--- config.mk ---
export PLATFORM = sky130hd
export DESIGN_NAME = vga_timing
export DESIGN_NICKNAME = d
export VERILOG_FILES = /design/src/rtl/vga_timing.sv
export SDC_FILE = /design/constraint.sdc
export NUM_CORES = 1
export LEC_CHECK = 0
export BUFFER_PORTS_ARGS = -buffer_cell sky130_fd_sc_hd__buf_2
export CELL_PAD_IN_SITES_DETAIL_PLACEMENT = 0
export CELL_PAD_IN_SITES_GLOBAL_PLACEMENT = 1
export CORE_ASPECT_RATIO = 0.6
export CORE_MARGIN = 4
export CORE_UTILIZATION = 40
export DETAILED_ROUTE_END_ITERATION = 16
export PLACE_DENSITY = 0.84
export REMOVE_ABC_BUFFERS = 1
export SKIP_CTS_REPAIR_TIMING = 1
export SLEW_MARGIN = 20
export SYNTH_ARGS = -nofsm -noshare
export SYNTH_HDL_FRONTEND = slang
export SYNTH_SLANG_ARGS = --single-unit
export TNS_END_PERCENT = 5
--- constraint.sdc ---
create_clock -name vga_clk -period 8 [get_ports vga_clk]
set_input_delay 2 -clock vga_clk [delete_from_list [all_inputs] [get_ports vga_clk]]
set_output_delay 2 -clock vga_clk [all_outputs]
set_load 0.03 [all_outputs]
--- src/rtl/vga_timing.sv ---
// VGA raster timing: h/v counters, sync/blank generation and registered colour output.
// Define VGA_TIMING_PIPE_ALIGN_EN to delay hsync_n/vsync_n/blank_n by PIPE_LAT+1 clocks so they line up with the colour.
module vga_timing #(
  parameter int unsigned H_VISIBLE = 640,
  parameter int unsigned H_FRONT   = 16,
  parameter int unsigned H_SYNC    = 96,
  parameter int unsigned H_BACK    = 48,
  parameter int unsigned V_VISIBLE = 480,
  parameter int unsigned V_FRONT   = 10,
  parameter int unsigned V_SYNC    = 2,
  parameter int unsigned V_BACK    = 33,
  parameter int unsigned PIPE_LAT  = 2
) (
  input  logic        vga_clk,
  input  logic        reset,
  output logic [9:0]  x_pos,
  output logic [9:0]  y_pos,
  input  logic [23:0] vga_in,
  output logic [7:0]  vga_r,
  output logic [7:0]  vga_g,
  output logic [7:0]  vga_b,
  output logic        hsync_n,
  output logic        vsync_n,
  output logic        blank_n,
  output logic        next_frame,
  output logic [7:0]  frame_count
);

  localparam int unsigned H_TOTAL = H_VISIBLE + H_FRONT + H_SYNC + H_BACK;
  localparam int unsigned V_TOTAL = V_VISIBLE + V_FRONT + V_SYNC + V_BACK;

  localparam logic [9:0]  H_LAST    = 10'(H_TOTAL - 1);
  localparam logic [9:0]  V_LAST    = 10'(V_TOTAL - 1);
  localparam logic [9:0]  V_FRAME   = 10'(V_VISIBLE);
  // 11-bit bounds so an end value of exactly 1024 still compares correctly
  localparam logic [10:0] H_ACT_END = 11'(H_VISIBLE);
  localparam logic [10:0] HS_START  = 11'(H_VISIBLE + H_FRONT);
  localparam logic [10:0] HS_END    = 11'(H_VISIBLE + H_FRONT + H_SYNC);
  localparam logic [10:0] V_ACT_END = 11'(V_VISIBLE);
  localparam logic [10:0] VS_START  = 11'(V_VISIBLE + V_FRONT);
  localparam logic [10:0] VS_END    = 11'(V_VISIBLE + V_FRONT + V_SYNC);

  localparam int DEPTH = int'(PIPE_LAT) + 1;

  logic [9:0] h;
  logic [9:0] v;
  logic [9:0] h_nxt;
  logic [9:0] v_nxt;
  logic       frame_start_nxt;

  assign x_pos = h;
  assign y_pos = v;

  always_comb begin
    h_nxt = h + 10'd1;
    v_nxt = v;
    if (h == H_LAST) begin
      h_nxt = 10'd0;
      v_nxt = (v == V_LAST) ? 10'd0 : v + 10'd1;
    end
  end

  // next_frame is registered from the next counter values so it is high in the same clock as h==0, v==V_VISIBLE
  assign frame_start_nxt = (h_nxt == 10'd0) && (v_nxt == V_FRAME);

  always_ff @(posedge vga_clk) begin
    if (reset) begin
      h           <= 10'd0;
      v           <= 10'd0;
      next_frame  <= 1'b0;
      frame_count <= 8'd0;
    end else begin
      h          <= h_nxt;
      v          <= v_nxt;
      next_frame <= frame_start_nxt;
      if (frame_start_nxt) begin
        frame_count <= frame_count + 8'd1;
      end
    end
  end

  logic hs_raw;
  logic vs_raw;
  logic act_raw;

  assign hs_raw  = ({1'b0, h} >= HS_START) && ({1'b0, h} < HS_END);
  assign vs_raw  = ({1'b0, v} >= VS_START) && ({1'b0, v} < VS_END);
  assign act_raw = ({1'b0, h} < H_ACT_END) && ({1'b0, v} < V_ACT_END);

  // Stage i holds {hsync_n, vsync_n, blank} delayed i+1 clocks
  logic [2:0] sync_q [DEPTH];

  always_ff @(posedge vga_clk) begin
    if (reset) begin
      for (int i = 0; i < DEPTH; i++) begin
        sync_q[i] <= 3'b110;
      end
    end else begin
      sync_q[0] <= {~hs_raw, ~vs_raw, act_raw};
      for (int i = 1; i < DEPTH; i++) begin
        sync_q[i] <= sync_q[i-1];
      end
    end
  end

  logic gate;

`ifdef VGA_TIMING_PIPE_ALIGN_EN
  if (PIPE_LAT == 0) begin : g_gate_raw
    assign gate = act_raw;
  end else begin : g_gate_pipe
    assign gate = sync_q[PIPE_LAT-1][0];
  end
  assign {hsync_n, vsync_n, blank_n} = sync_q[DEPTH-1];
`else
  assign gate = sync_q[0][0];
  assign {hsync_n, vsync_n, blank_n} = sync_q[0];
`endif

  always_ff @(posedge vga_clk) begin
    if (reset) begin
      {vga_r, vga_g, vga_b} <= 24'd0;
    end else if (gate) begin
      {vga_r, vga_g, vga_b} <= vga_in;
    end else begin
      {vga_r, vga_g, vga_b} <= 24'd0;
    end
  end

endmodule

==> results_tabular.tex <==
\begin{tabular}{lr}
\hline
Metric & Value \\
\hline
\multicolumn{2}{l}{\textbf{Run status}} \\
Result of the run & completed \\
\multicolumn{2}{l}{\textbf{Critical path}} \\
Endpoint type of the worst setup path & flop \\
Arr. time, crit path & 3.63 ns \\
Reg-to-reg slack, setup & 4.59 ns \\
Maximum fanout encountered on the critical timing path & 10 \\
Class of the most critical setup path & flop to flop \\
Type of origin of the critical path & flop \\
Worst R2R Path Depth & 8 \\
Critical path required time & 8.21 ns \\
\multicolumn{2}{l}{\textbf{Timing}} \\
Normalized max-slew margin & 0.528 \\
Setup repair after global routing missed its margin & false \\
Final-layout worst hold slack & around 0.51 ns \\
Final hold violation count & 0 \\
Final worst-path setup slack & between 4 and 5 ns \\
Period utilization & 0.427 \\
Accumulated negative setup slack & 0 ns \\
Number of pins exceeding their max-slew limit in the final report & 0 \\
Setup violations, final & 0 \\
Slew @ Worst Pin & 0.702 ns \\
Shortest clock period the worst path allows after layout & $\sim$3.4 ns \\
Clock Skew & 0.0102 ns \\
Max frequency & between 200 and 300 MHz \\
\multicolumn{2}{l}{\textbf{Yosys}} \\
Xor/xnor share of the synthesized area & 0.0521 \\
Main combinational cell family by area after synthesis & simple AND/OR/NAND/NOR gates \\
Share of flip-flops with an asynchronous set or reset after synthesis & 0 \\
Dominant register cell in the synthesized netlist & dfxtp\_1 \\
Largest cells by area after synthesis & dfxtp\_1, and2\_1, nand3\_1, nor2\_1, ha\_1 \\
Multiplexer share of the synthesized area & 0.00892 \\
Netlist area before placement & 2520 µm² \\
Top cell type's share of synthesized area & 0.444 \\
Fraction of the mapped netlist area in adder cells & 0.0297 \\
Post-synthesis cell count & 282 \\
Count of flip-flops with a built-in enable after synthesis & 0 \\
Area share of and/or/nand/nor cells after synthesis & 0.320 \\
Biggest area consumer among synthesized cells & dfxtp\_1 \\
Number of distinct library cell variants in the gate-level netlist after synthesis & 46 \\
Share of the synthesized area in compound gates (AO/OA/AOI/OAI) & 0.105 \\
Number of flip-flops and latches in the synthesized netlist & 56 \\
Sequential-to-total area share from yosys stat & 0.444 \\
Total number of yosys warnings & 0 \\
Avg Inst Size Synth & 8.95 µm² \\
\multicolumn{2}{l}{\textbf{Power}} \\
Max IR drop VDD & 84.8 µV \\
Power per cell area & approximately 160 nW/µm² \\
Leakage power total & 1.30 nW \\
Post-route total power & 0.493 mW \\
\multicolumn{2}{l}{\textbf{Routing}} \\
Routed WL per cell & 14.2 µm \\
Post-Route WL & approximately 6300 µm \\
First-pass iteration count of the detailed router & 4 \\
Post-route antenna net violation count & 0 \\
Via Count & 2257 \\
DRC violation total after the first TritonRoute iteration & 106 \\
Average via count per standard cell & 5.12 \\
Number of design rule violations left after detail routing & 0 \\
\multicolumn{2}{l}{\textbf{Layout}} \\
Count of nets after finishing & 388 \\
ANT cells & 0 \\
\# fillers & slightly above 600 \\
Footprint of the multi-input gates & between 1000 and 1500 µm² \\
Most frequent standard cell in the layout excluding fill and tap cells & buf\_2 \\
Area Growth Syn to Fin & 21.7\% \\
Fraction of layout instances using a drive strength above 1 & 0.266 \\
Commonest cells after routing, fill and taps aside & buf\_2, dfxtp\_1, and2\_1, nor2\_1, nand3\_1 \\
Cell area after layout & 3070 µm² \\
Total area of sequential cells & 1120 µm² \\
\multicolumn{2}{l}{\textbf{CTS}} \\
CTS clock-pin slew for the worst setup and hold paths & between 0.1 and 0.15 ns \\
Clock insertion delay at the later pin of the skew report & 0.32 ns \\
Clock tree from TritonCTS & done \\
H-Tree Depth & 2 \\
Clock tree buffer depth & 2 \\
Total CTS buffers & 5 \\
Root Driver & clkbuf\_8 \\
Clock Sinks & 56 \\
\multicolumn{2}{l}{\textbf{GRT}} \\
First-pass GRT wire length & 9920 µm \\
Number of antenna violations at the first check in global routing & 0 \\
Overall Global Routing Usage & 0.157 \\
Remaining Overflow, GRT & 0 \\
Vias in the first global route & 1932 \\
Maximum number of pins on one net before global-route repair & 31 \\
\multicolumn{2}{l}{\textbf{Floorplan}} \\
Die outline width & between 100 and 150 µm \\
Effective utilization at floorplan & 0.413 \\
Die area & approximately 7700 µm² \\
Die height & 69.5 µm \\
Area of the placeable core & 6110 µm² \\
Count of pins on the block boundary & about 80 \\
Standard-cell rows & 22 \\
\multicolumn{2}{l}{\textbf{Flow run}} \\
Number of max-cap violations & 0 \\
\multicolumn{2}{l}{\textbf{Worst hold path}} \\
Number of cells traversed by the worst hold path & 2 \\
Path category of the worst min-delay check & flop to flop \\
\multicolumn{2}{l}{\textbf{Placed design}} \\
Half-perimeter wire length of the detailed placement result & 4690 µm \\
PortBufs & 81 \\
Worst slack, placed & approximately 4.4 ns \\
Final weighted congestion in routability-driven placement & 0.876 \\
Area of placed instances & 2970 µm² \\
\hline
\end{tabular}
state kept, by name, summed over array words and instances, names as in the netlist:
register,count
frame_count,8
next_frame,1
sync_q,3
vga_b,8
vga_g,8
vga_r,8
x_pos,10
y_pos,10
report_power, final:
part / internal [mW] / switching [mW]
Sequential: 0.286 / 0.00411
Combinational: 0.0144 / 0.0272
Clock: 0.0641 / 0.0978
Total: 0.364 / 0.129
synthesized netlist by cell type, types with 2 or more instances:
cell and count:
nand3_1 17, or4_1 5, nor4_1 5, ha_1 6, and3_1 6, nor2_1 22
nor2b_1 5, dfxtp_1 56, or3_1 10, nand4_1 10, nand2_1 16, a22oi_1 2
nor3_1 10, inv_1 9, o21ai_0 7, o31ai_1 6, mux2_1 2, xnor2_1 8
a21oi_1 11, xor2_1 7, o21ai_1 2, clkbuf_1 11, and2_1 26
worst paths after layout:
path	from	end
hold / removal	frame_count[6]	frame_count[6]
hold reg to reg	frame_count[6]	frame_count[6]
setup reg to reg	x_pos[4]	frame_count[7]
setup / recovery	x_pos[4]	frame_count[7]
routing by layer:
metal	wire, µm	GRT usage	vias up
li1	-	-	1137
met1	3170	0.240	1040
met4	56	0.0410	0
met2	2570	0.212	75
met5	0	0	-
met3	458	0.0471	5
critical path: stages (launching register included):
cell and delay, ns:
dfxtp_1 0.56, or4b_4 0.56, nor3_1 0.54, buf_4 0.28, nand2_1 0.06, o2bb2ai_1 0.36
nand3_1 0.18, nor4_1 0.44, mux2_1 0.36
cell type report:
cell class                      count  area share
Multi-Input combinational cell    202       0.424
Sequential cell                    56       0.365
Timing Repair Buffer               82       0.134
Tap cell                           84      0.0342
Clock buffer                        5      0.0224
Inverter                            9      0.0110
Clock inverter                      3     0.00856
metrics by stage:
stage,utilization,cells
global route,0.502,441
finish,0.502,441
global placement,0.486,433
CTS,0.502,441
detailed placement,0.486,433
floorplan,-,267
cell families after synthesis:
group	after synthesis
muxes	2
xor gates and xnor gates	15
adders and majority gates	6
and+or+nand+nor	141
buffers and inverters	24
AOI/OAI and AO/OA	38
DFF	56
Note: power is estimated with default switching activity, not from simulation.
